**config.mk**
```make
export PLATFORM = sky130hd
export DESIGN_NAME = mips_instr_encoder_loader
export DESIGN_NICKNAME = d
export VERILOG_FILES = /design/src/rtl/mips_instr_encoder_loader.sv
export SDC_FILE = /design/constraint.sdc
export NUM_CORES = 1
export LEC_CHECK = 0
export ABC_AREA = 1
export BUFFER_PORTS_ARGS = -buffer_cell sky130_fd_sc_hd__buf_2
export CORE_MARGIN = 2
export CORE_UTILIZATION = 40
export DETAILED_ROUTE_END_ITERATION = 8
export PLACE_DENSITY = 0.66
export SYNTH_ARGS = -nofsm -noshare
export SYNTH_HDL_FRONTEND = slang
export SYNTH_SLANG_ARGS = --single-unit
```
**constraint.sdc**
```tcl
create_clock -name clk -period 2.4 [get_ports clk]
set_input_delay 0.12 -clock clk [delete_from_list [all_inputs] [get_ports clk]]
set_output_delay 0.12 -clock clk [all_outputs]
set_load 0.01 [all_outputs]
```
**src/rtl/mips_instr_encoder_loader.sv**
```systemverilog
// mips_instr_encoder_loader
// Encodes instruction requests into 32-bit decoder-format words and writes them
// sequentially into instruction RAM starting at a latched base address.
// Word format: [31:25] opcode, [24:20] rD, [19:15] rA, [14:0] low ([14:10] = rB).
// Optional feature: define ENCODER_CHECKSUM_EN to build a running XOR checksum of
// every word written; without it the checksum output is tied to zero.
module mips_instr_encoder_loader #(
  parameter int ADDR_W = 10,
  parameter int ERR_W  = 8
) (
  input  logic              clk,
  input  logic              rst_n,
  input  logic              start,
  input  logic [ADDR_W-1:0] base_addr,
  input  logic [ADDR_W-1:0] length,
  input  logic              abort,
  input  logic              in_valid,
  output logic              in_ready,
  input  logic [6:0]        in_opcode,
  input  logic [4:0]        in_rd,
  input  logic [4:0]        in_ra,
  input  logic [14:0]       in_low,
  output logic              mem_we,
  output logic [ADDR_W-1:0] mem_addr,
  output logic [31:0]       mem_wdata,
  output logic              busy,
  output logic              done,
  output logic              err_illegal,
  output logic [ERR_W-1:0]  err_count,
  output logic [31:0]       checksum
);

  typedef enum logic [1:0] {IDLE, RUN, DONE} state_t;

  state_t            state;
  logic [ADDR_W-1:0] base;
  logic [ADDR_W-1:0] len;
  logic [ADDR_W-1:0] index;
  logic              accept;

  // Opcodes the decoder understands.
  function automatic logic is_legal(input logic [6:0] op);
    case (op)
      7'd0, 7'd1, 7'd2, 7'd5, 7'd7, 7'd8, 7'd10, 7'd12,
      7'd32, 7'd33, 7'd34, 7'd35, 7'd37, 7'd40, 7'd42, 7'd44, 7'd46,
      7'd48, 7'd49, 7'd50, 7'd51, 7'd64, 7'd68, 7'd69,
      7'd96, 7'd97, 7'd98, 7'd101, 7'd127: is_legal = 1'b1;
      default:                             is_legal = 1'b0;
    endcase
  endfunction

  // Opcodes whose low field carries an immediate; the rest keep only rB.
  function automatic logic is_imm(input logic [6:0] op);
    case (op)
      7'd7, 7'd32, 7'd34, 7'd35, 7'd37, 7'd40, 7'd42, 7'd44,
      7'd68, 7'd69, 7'd96, 7'd98, 7'd127: is_imm = 1'b1;
      default:                            is_imm = 1'b0;
    endcase
  endfunction

  // Pack a request into a word; register-form words zero bits [9:0].
  function automatic logic [31:0] encode(input logic [6:0] op, input logic [4:0] rd,
                                         input logic [4:0] ra, input logic [14:0] low);
    if (is_imm(op)) encode = {op, rd, ra, low};
    else            encode = {op, rd, ra, low[14:10], 10'b0};
  endfunction

  assign in_ready = (state == RUN) && (index < len);
  assign accept   = in_valid & in_ready;
  assign busy     = (state != IDLE);

  // Load FSM with registered write port, done pulse and illegal-opcode tracking.
  always_ff @(posedge clk or negedge rst_n) begin
    if (!rst_n) begin
      state       <= IDLE;
      base        <= '0;
      len         <= '0;
      index       <= '0;
      mem_we      <= 1'b0;
      mem_addr    <= '0;
      mem_wdata   <= '0;
      done        <= 1'b0;
      err_illegal <= 1'b0;
      err_count   <= '0;
    end else begin
      mem_we      <= 1'b0;
      done        <= 1'b0;
      err_illegal <= 1'b0;
      if (abort) begin
        state <= IDLE;
      end else begin
        case (state)
          IDLE: begin
            if (start) begin
              base      <= base_addr;
              len       <= length;
              index     <= '0;
              err_count <= '0;
              if (length == '0) begin
                state <= DONE;
                done  <= 1'b1;
              end else begin
                state <= RUN;
              end
            end
          end
          RUN: begin
            if (accept) begin
              if (is_legal(in_opcode)) begin
                mem_we    <= 1'b1;
                mem_addr  <= base + index;
                mem_wdata <= encode(in_opcode, in_rd, in_ra, in_low);
                index     <= index + ADDR_W'(1);
              end else begin
                err_illegal <= 1'b1;
                if (err_count != '1) err_count <= err_count + ERR_W'(1);
              end
            end else if (index == len) begin
              state <= DONE;
              done  <= 1'b1;
            end
          end
          DONE: begin
            state <= IDLE;
          end
          default: begin
            state <= IDLE;
          end
        endcase
      end
    end
  end

`ifdef ENCODER_CHECKSUM_EN
  // Running XOR of written words; restarts on an accepted start.
  always_ff @(posedge clk or negedge rst_n) begin
    if (!rst_n) begin
      checksum <= '0;
    end else if (!abort && (state == IDLE) && start) begin
      checksum <= '0;
    end else if (mem_we) begin
      checksum <= checksum ^ mem_wdata;
    end
  end
`else
  assign checksum = '0;
`endif

endmodule
```
======== Word level (Yosys, flattened, before mapping) ========
Memories as Yosys holds them, arrays and structs flattened.
Index checks and enable logic that the tools add are counted.
storage, ports and cells
  bits in registers ....................... 85
  memory bits (read-only) ................. 128
  input bits .............................. 57
  output and inout port bits .............. 87
  memories ................................ 1
memory list
  name              words  width  read ports  clocked after memory_dff  wr ports  RTL line  text
  (name not given)  128    1      1           0                         0         43        case (op)
operators by class
  $add $sub $neg .......................... 3
  order comparisons ....................... 1
  eq/ne operators ......................... 24
  muxes and demuxes ....................... 38
  bitwise logic cells ..................... 2
  reductions and logical operators ........ 11
operators by type and width
  cell                                                 count
  equality test 7 x 6 -> 1 bit, second input constant  7
  two-way mux 10 bit                                   4
  equality test 7 bit, second input constant           5
  two-way mux 8 bit                                    4
  two-way mux 1 bit                                    21
  case mux 10 bit (2 select lines)                     1
  case mux 8 bit (2 select lines)                      1
  OR reduction 13 bit                                  1
  adder 10 x 1 -> 10 bit, second input constant        1
  adder 10 bit                                         1
  equality test 10 bit                                 1
  zero test 10 bit                                     1
  less-than comparator 10 bit                          1
  two-way mux 2 bit                                    5
  adder 8 x 1 -> 8 bit, second input constant          1
  != test 8 bit, second input constant                 1
  equality test 7 x 3 -> 1 bit, second input constant  1
  != test 2 bit, second input constant                 3
  != test 3 bit, second input constant                 2
  AND reduction 3 bit                                  2
  AND reduction 6 bit                                  1
  AND reduction 5 bit                                  1
  != test 2 x 1 -> 1 bit, second input constant        2
  case mux 2 bit (2 select lines)                      1
  other kinds (9)                                      10

======== Longest topological paths before layout ========
Gate-level depths: netlist of the first run.
  depth after elaboration ................. 11
  depth in mapped cells ................... 15

======== Worst setup path before layout of the first run ========
No wires, ideal clock.
  path kind ............................... register -> register
  start point ............................. register index[3]
  end point ............................... register mem_wdata[29]
  library setup time ...................... 133 ps
  arrival ................................. 1679 ps
  required time ........................... 2267 ps
  slack ................................... 588 ps
  cell stages (with the launch flop) ...... 14
  buffers on the path ..................... 2
  cell sequence ........................... dfrtp_1 -> ha_1 -> nand2_1 -> nand2_1 -> nand2_1 -> nand2_1 -> nand2_1 -> nand4_4 -> nor2_2 -> nand2_2 -> buf_6 -> buf_4 -> nand2_1 -> o21ai_0
on the way
  word-level cells in the longest chain between the ends .. 4
ends and longest elaborated chain
  item                           RTL line  text
  start, declared                38        logic [ADDR_W-1:0] index;
  start signal, assigned         113       index <= index + ADDR_W'(1);
  less-than comparator 10 bit    68        assign in_ready = (state == RUN) && (index < len);
  logical AND 1 bit              68
  bitwise AND 1 bit              69        assign accept = in_valid & in_ready;
  AND reduction 4 bit (no line)  -
  end signal, assigned           112       mem_wdata <= encode(in_opcode, in_rd, in_ra, in_low);
  end, declared                  25        output logic [31:0] mem_wdata,
Every way passes these cells.
A chain may end at the register's enable or synchronous reset.

======== Worst setup path after layout of the first run ========
  start point ............................. register index[3]
  end point ............................... register index[2]
on the way
  word-level cells in the longest chain between the ends .. 5
ends and longest elaborated chain
  item                           RTL line
  less-than comparator 10 bit    68
  logical AND 1 bit              68
  bitwise AND 1 bit              69
  != test 2 bit (no line)        -
  AND reduction 5 bit (no line)  -
Every way passes these cells.

==> out/metrics.yaml, run 1 <==
critical_path:
  endpoint_kind: "register"
  critical_path_arrival_ps: 2360
  cpLargestDelayFamily: "simple AND/OR/NAND/NOR gates"
  startpoint: "index[3]"
  required_ps: 2630
  ff2ff_path_depth: 11
  cpPeakStageDelay_ps: 470
  r2r_start: "index[3]"
  slowest_stage: "dfrtp_1"
  cpMostUsedCell: "nand2_1"
  cp.depth: 11
  crit_fanout: 10
  critPathKind: "reg -> reg"
  setup.worst_path.start_class: "register"
  crit_buf_inv: 0
  path_cells: "ha_1 > nand2_1 > nand2_1 > nand2_1 > nand2_1 > nand2_1 > nand4_4 > nand2_1 > nand3_1 > o21bai_1 > nand2_1"
  reg2reg_slack_ps: 270
cts:
  h-tree-depth: 3
  cts_root_buf: "clkbuf_16"
  clk_latency_ps: 340
  clk_path_buf_depth: 2
  cts_tree: "done"
  cts_sinks: 85
  clk_pin_slew_ps: 60
  numCtsBuffers: 9
detailed_routing:
  first_iter_violations: 230
  vias: 4223
  routedWlPerCell_um: 12.74
  viasPerCell: 4.750
  drt_first_pass_iters: 4
  wirelength_um: 11330
  drc: 0
  postRouteAntennaNets: 0
sta:
  tightest_slew_ps: 567.6
  finalHoldViolCount: 0
  period_needed_ps: 2133
  fin_tns_setup_ps: 0
  setup_ws_ps: 266.9
  rsz0062_at_grt: "no"
  max_freq_mhz: 468.8
  finClkSkew_ps: 7.116
  slew_headroom: 0.6216
  period_share: 0.8888
  setup_viol: 0
  slew_viol_final: 0
logic_synthesis:
  synth_async_sr_flop_share: 1.000
  synth_area_leaders: "dfrtp_1, nand2_1, ha_1, buf_4, inv_1"
  synth_area_leader_cell: "dfrtp_1"
  avgSynthCellArea_um2: 8.037
  synthCells: 609
  synth_top_area_frac: 0.4346
  synth_edf_count: 0
  ys_ff_latch: 85
  synth_ff_type: "dfrtp_1"
  ys_types: 35
  yosysMostFrequentCell: "nand2_1"
  ys_seq_area_frac: 0.4346
  yosys_warnings: 0
  ys_top_cells_by_count: "nand2_1, dfrtp_1, inv_1"
  syn_area_um2: 4895
floorplan:
  num_io_pins: 144
  core_area_um2: 11960
  initial_utilization: 0.4092
  die_area_um2: 13140
  row_count: 40
  die_y_um: 114.6
  chipWidth_um: 114.6
place:
  gp_congestion: 0.8424
  io_buffers: 111
  dpl.hpwl_um: 8314
  post-place-ws_ps: 214.9
global_route:
  overflow: 0
  grt_pass1_wl_um: 18570
  grt_use_met1: 0.2185
  top_usage_layer: "met2"
  track_usage: 0.1769
  grt_pass1_vias: 4037
  use_met2: 0.3097
  antenna_found_initial: 0
  grt_max_degree: 52
  met3_usage: 0.03229
layout:
  diodes: 0
  fillers: 1156
  layout-drive-gt1-share: 0.2156
  areaGrowthSynthToFinish_pct: 21.29
  nets: 816
worst_hold_path:
  hold_path.class: "in -> reg"
  min_path_cells: 2
  hp-start: "base_addr[2]"
power_and_ir_drop:
  power_density_nw_per_um2: 1112
  p_leak_uw: 0.003263
  irDropWorstVdd_mv: 0.5017
flow_run:
  cap_violations: 0
status:
  status: "completed"
## area by class of cell
| cell class | instances | area, um2 | share of cell area |
|---|---|---|---|
| multi-input combinational | 449 | 2337 | 0.3937 |
| sequential | 85 | 2127 | 0.3583 |
| timing repair buffer | 133 | 788.3 | 0.1328 |
| clock buffer | 9 | 225.2 | 0.03793 |
| inverter | 59 | 224.0 | 0.03772 |
| tap | 147 | 183.9 | 0.03098 |
| clock inverter | 7 | 51.30 | 0.008641 |
## metrics by stage
step	cell area (um2)	util	total power, uW	hold slack (ps)	cells
after CTS	5929	0.4957	6662	1.431	889
after detailed placement	5493	0.4592	5323	151.2	857
final	5937	0.4963	6603	11.76	889
after global placement	5493	0.4592	5246	140.7	857
after global routing	5937	0.4963	7199	9.981	889
after floorplan	5011	-	4360	-175.6	640
## report_power, final
| group | switching, uW | internal (uW) | leakage (uW) |
|---|---|---|---|
| clock network | 576 | 703 | 0.000132 |
| registers | 391 | 2000 | 0.00109 |
| logic | 1770 | 1170 | 0.00204 |
## metal layers
layer / share of wire / vias to the layer above
li1: - / 2148
met1: 0.45 / 1944
met2: 0.48 / 117
met3: 0.056 / 14
met4: 0.015 / 0
met5: 0 / -
## state kept, by name, summed over array words and instances (netlist names)
signal,flops
mem_addr,10
mem_we,1
state,2
base,10
len,10
err_count,8
done,1
mem_wdata,32
index,10
err_illegal,1
## timing repair
action / 4_1_cts / 5_1_grt
resized for setup: 0 / 3
hold buffers: 16 / 0
hold endpoints to repair: 56 / 0
buffers inserted: 0 / 0
setup endpoints to repair: 0 / 11
## worst reg2reg max path, delay by kind of cell (launching register included)
family / cells / cell delay, ps
AND/OR/NAND/NOR: 9 / 940
flip-flops: 1 / 470
adder cells (fa/ha/maj): 1 / 320
AO/OA/AOI/OAI: 1 / 280
## cells in the final DEF, fill, tap and decap left out, types with 18 or more instances in the layout
cell,instances
buf_2,110
conb_1,32
dfrtp_1,85
ha_1,21
inv_1,52
nand2_1,186
nand3_1,25
nor2_1,48
o21ai_0,23
o21ai_1,18
## kinds of logic after synthesis
logic type,share of synthesized area
fa+ha+maj,0.05777
mux,0.02301
simple gates,0.2469
compound gates,0.09024
flops,0.4346
xor+xnor,0.03400
buf+inv,0.1127
other cells,0.0007661
## path summary, 6_finish.rpt
kind,to
max in group asynchronous,mem_wdata[12]
worst max register to register,index[2]
worst min register to register,mem_wdata[11]
worst max-delay path,index[2]
min in group asynchronous,mem_wdata[20]
worst min-delay path,base[2]
No activity file was read; power rests on OpenSTA's default activity.
==> run 2, diff against run 1 <==
--- a/config.mk
+++ b/config.mk
@@ -11,6 +11,7 @@
 export CORE_UTILIZATION = 40
 export DETAILED_ROUTE_END_ITERATION = 8
 export PLACE_DENSITY = 0.66
+export RECOVER_POWER = 50
 export SYNTH_ARGS = -nofsm -noshare
 export SYNTH_HDL_FRONTEND = slang
 export SYNTH_SLANG_ARGS = --single-unit
==> out/metrics.yaml, run 2 (synthesized netlist as in run 1, its figures left out) <==
status:
  status: "completed"
critical_path:
  setup.worst_path.start_class: "register"
  r2r_start: "index[3]"
  required_ps: 2630
  rr_endpoint: "index[2]"
  cpLargestDelayFamily: "simple AND/OR/NAND/NOR gates"
  ff2ff_path_depth: 11
  crit_fanout: 10
  critPathKind: "reg -> reg"
  startpoint: "index[3]"
  cpMostUsedCell: "nand2_1"
  critical_path_arrival_ps: 2370
  crit_buf_inv: 0
  cpPeakStageDelay_ps: 470
  crit_end: "index[2]"
  reg2reg_slack_ps: 260
  slowest_stage: "dfrtp_1"
  endpoint_kind: "register"
  path_cells: "ha_1 > nand2_1 > nand2_1 > nand2_1 > nand2_1 > nand2_1 > nand4_4 > nand2_1 > nand3_1 > o21bai_1 > nand2_1"
  cp.depth: 11
sta:
  period_needed_ps: 2142
  whs_ps: 11.50
  slew_headroom: 0.2917
  fin_tns_setup_ps: 0
  setup_ws_ps: 258.1
  max_freq_mhz: 466.9
  setup_viol: 0
  slew_viol_final: 0
  period_share: 0.8925
  finalHoldViolCount: 0
  finClkSkew_ps: 7.127
  rsz0062_at_grt: "no"
  tightest_slew_ps: 1062
flow_run:
  cap_violations: 0
floorplan:
  chipWidth_um: 114.6
  core_area_um2: 11960
  row_count: 40
  die_y_um: 114.6
  initial_utilization: 0.4092
  num_io_pins: 144
  die_area_um2: 13140
power_and_ir_drop:
  irDropWorstVdd_mv: 0.4969
  p_leak_uw: 0.003072
  power_density_nw_per_um2: 1114
global_route:
  track_usage: 0.1769
  grt_pass1_vias: 4037
  grt_max_degree: 52
  overflow: 0
  grt_pass1_wl_um: 18570
  antenna_found_initial: 0
place:
  dpl.hpwl_um: 8314
  io_buffers: 111
  post-place-ws_ps: 214.9
  gp_congestion: 0.8424
  dp.cells: 857
detailed_routing:
  first_iter_violations: 256
  viasPerCell: 4.764
  routedWlPerCell_um: 12.81
  vias: 4235
  drc: 0
  postRouteAntennaNets: 0
  wirelength_um: 11390
  drt_first_pass_iters: 6
layout:
  layout-drive-gt1-share: 0.1482
  instances_no_fill: 889
  largest_reg_flops: 32
  nets: 816
  fin_util: 0.4899
  diodes: 0
  layout_common_cells: "nand2_1, dfrtp_1, buf_2"
  top_register: "mem_wdata"
  final_common_cell: "nand2_1"
  areaGrowthSynthToFinish_pct: 19.71
cts:
  clk_latency_ps: 340
  clk_pin_slew_ps: 60
  cts_tree: "done"
  cts_sinks: 85
  h-tree-depth: 3
  clk_path_buf_depth: 2
  cts_root_buf: "clkbuf_16"
  numCtsBuffers: 9
worst_hold_path:
  hold_path.class: "in -> reg"
  hp-start: "base_addr[2]"
[run 2: cell types whose count changed in the layout (fill, tap and decap cells not counted), sizes merged]
cell,delta
buf,-52
clkbuf,+52
[run 2: worst min-delay path by stage]
stage,to,slack (ps),cells past startpoint
floorplan,base[0],-180,0
global placement,mem_wdata[15],140,1
detailed placement,mem_wdata[15],150,1
CTS,base[2],1,2
global route,base[2],10,2
finish,base[2],10,2
[run 2: area by class of cell]
type | count | area, um2
inverters | 59 | 224.0
flip-flops and latches | 85 | 2127
well taps | 147 | 183.9
clock buffers | 9 | 225.2
fillers | 1198 | 6102
repair buffers | 133 | 710.7
multi-input cells | 449 | 2337
clock inverters | 7 | 51.30
[run 2: timing repair]
action,in CTS,in global routing
hold buffers,16,0
resized for setup,0,3
hold endpoints to repair,56,0
setup endpoints to repair,0,11
buffers inserted,0,0
[run 2: report_power, final]
group | total [uW] | internal, uW | switching, uW
combinational | 2850 | 1080 | 1770
clock | 1280 | 703 | 576
sequential | 2400 | 2000 | 402
total | 6530 | 3780 | 2750
[run 2: routing by layer]
layer,global-route usage,vias to the layer above,routed length [um]
met1,0.2185,1945,5159
met3,0.03229,16,688
met2,0.3097,129,5364
li1,-,2145,-
met5,0,-,0
met4,0.06179,0,176
[run 2: worst reg2reg max path, cell delays in order, from the launching register on]
cell	delay, ps
dfrtp_1	470
ha_1	320
nand2_1	60
nand2_1	40
nand2_1	50
nand2_1	50
nand2_1	110
nand4_4	120
nand2_1	100
nand3_1	350
o21bai_1	290
nand2_1	70
[run 2: through the flow]
stage | total power [uW] | area (um2)
final | 6527 | 5859
after global routing | 7121 | 5859
after CTS | 6662 | 5929
after detailed placement | 5323 | 5493
after global placement | 5246 | 5493
after floorplan | 4360 | 5011
==> run 3, diff against run 2 <==
--- a/config.mk
+++ b/config.mk
@@ -10,7 +10,7 @@
 export CORE_MARGIN = 2
 export CORE_UTILIZATION = 40
 export DETAILED_ROUTE_END_ITERATION = 8
-export PLACE_DENSITY = 0.66
+export PLACE_DENSITY = 0.75
 export RECOVER_POWER = 50
 export SYNTH_ARGS = -nofsm -noshare
 export SYNTH_HDL_FRONTEND = slang
==> out/metrics.yaml, run 3 (synthesized netlist as in run 1, its figures left out) <==
cts:
  clk_latency_ps: 340
  cts_root_buf: "clkbuf_16"
  numCtsBuffers: 9
  clk_pin_slew_ps: 60
  h-tree-depth: 3
  cts_tree: "done"
  cts_setup_buffers: 0
  cts_sinks: 85
  clk_path_buf_depth: 2
  cts_resized: 0
sta:
  whs_ps: 10.11
  rsz0062_at_grt: "no"
  slew_viol_final: 0
  tightest_slew_ps: 1052
  max_freq_mhz: 470.2
  setup_ws_ps: 273.3
  finalHoldViolCount: 0
  fin_tns_setup_ps: 0
  setup_viol: 0
  period_needed_ps: 2127
  period_share: 0.8861
  slew_headroom: 0.2986
  finClkSkew_ps: 6.228
layout:
  diodes: 0
  largest_reg_flops: 32
  areaGrowthSynthToFinish_pct: 20.65
  final_common_cell: "nand2_1"
  top_register: "mem_wdata"
  final_area_um2: 5906
  layout-drive-gt1-share: 0.1467
  fillers: 1181
  layout_common_cells: "nand2_1, dfrtp_1, buf_2"
  multi_input_area_um2: 2332
  nets: 817
  regArea_um2: 2127
global_route:
  grt_pass1_wl_um: 18040
  antenna_found_initial: 0
  overflow: 0
  grt_max_degree: 55
  track_usage: 0.1724
  grt_pass1_vias: 3886
worst_hold_path:
  worst_hold_path.endpoint: "base[2]"
  hold_path.class: "in -> reg"
  min_path_cells: 2
  hp-start: "base_addr[2]"
critical_path:
  reg2reg_slack_ps: 270
  critical_path_arrival_ps: 2400
  path_cells: "ha_1 > inv_1 > fa_1 > o21ai_0 > nand4_1 > nand2_1 > xor2_1 > nand2_1 > nand2_1"
  setup.worst_path.start_class: "register"
  r2r_start: "index[0]"
  endpoint_kind: "register"
  cpMostUsedCell: "nand2_1"
  rr_endpoint: "mem_addr[8]"
  critPathKind: "reg -> reg"
  ff2ff_path_depth: 9
  slowest_stage: "dfrtp_1"
  crit_fanout: 5
  required_ps: 2680
  cpPeakStageDelay_ps: 460
detailed_routing:
  viasPerCell: 4.698
  wirelength_um: 11030
  vias: 4181
  drc: 0
  first_iter_violations: 334
  drt_first_pass_iters: 4
  postRouteAntennaNets: 0
  routedWlPerCell_um: 12.39
place:
  post-place-ws_ps: 275.4
  gp_congestion: 0.8568
  io_buffers: 111
  dpl.hpwl_um: 7916
  placed_area_um2: 5500
power_and_ir_drop:
  irDropWorstVdd_mv: 0.4744
  p_leak_uw: 0.003087
  power_density_nw_per_um2: 1133
  p_total_uw: 6689
floorplan:
  die_area_um2: 13140
  num_io_pins: 144
  row_count: 40
  initial_utilization: 0.4092
  core_area_um2: 11960
  chipWidth_um: 114.6
  die_y_um: 114.6
flow_run:
  cap_violations: 0
status:
  status: "completed"
run 3: routing by layer:
| metal | wire, um | share of wire | GRT usage |
|---|---|---|---|
| met1 | 5201 | 0.47 | 0.2316 |
| met2 | 4939 | 0.45 | 0.2761 |
| met3 | 724 | 0.066 | 0.04129 |
| met4 | 163 | 0.015 | 0.05285 |
| met5 | 0 | 0 | 0 |
run 3: timing repair:
item                                   in CTS  in global routing
hold buffers                               16                  0
setup endpoints to repair                   0                  0
endpoints found under the hold margin      57                  0
run 3: through the flow:
step                std cells    util
floorplan                 640       -
global placement          858  0.4598
detailed placement        858  0.4598
CTS                       890  0.5004
global route              890  0.4937
finish                    890  0.4937
run 3: report_power, final:
part	total, uW	switching (uW)	internal, uW	leakage [uW]
sequential	2390	386	2000	0.00109
clock	1490	555	937	0.000158
combinational	2810	1730	1080	0.00184
total	6690	2680	4010	0.00309
run 3: cell type report:
cell class	instances	share of cell area
multi-input combinational	449	0.3949
tap	147	0.03114
clock inverter	6	0.01462
inverter	59	0.03750
clock buffer	10	0.04047
sequential	85	0.3602
timing repair buffer	134	0.1212
run 3: critical path, delay by kind of cell, from the launching register on:
| kind | cells | cell delay (ps) |
|---|---|---|
| buf+inv | 1 | 80 |
| compound gates | 1 | 330 |
| fa+ha+maj | 2 | 670 |
| flops | 1 | 460 |
| xor+xnor | 1 | 150 |
| simple gates | 4 | 370 |
run 3: worst max path at each step:
| stage | slack [ps] | cells past startpoint | start | endpoint |
|---|---|---|---|---|
| after floorplan | 590 | 13 | index[3] | mem_wdata[29] |
| after global placement | 330 | 9 | index[0] | mem_addr[8] |
| after detailed placement | 280 | 9 | index[0] | mem_addr[8] |
| after CTS | 240 | 9 | index[0] | mem_addr[8] |
| after global routing | 110 | 11 | index[3] | index[6] |
| final | 270 | 9 | index[0] | mem_addr[8] |
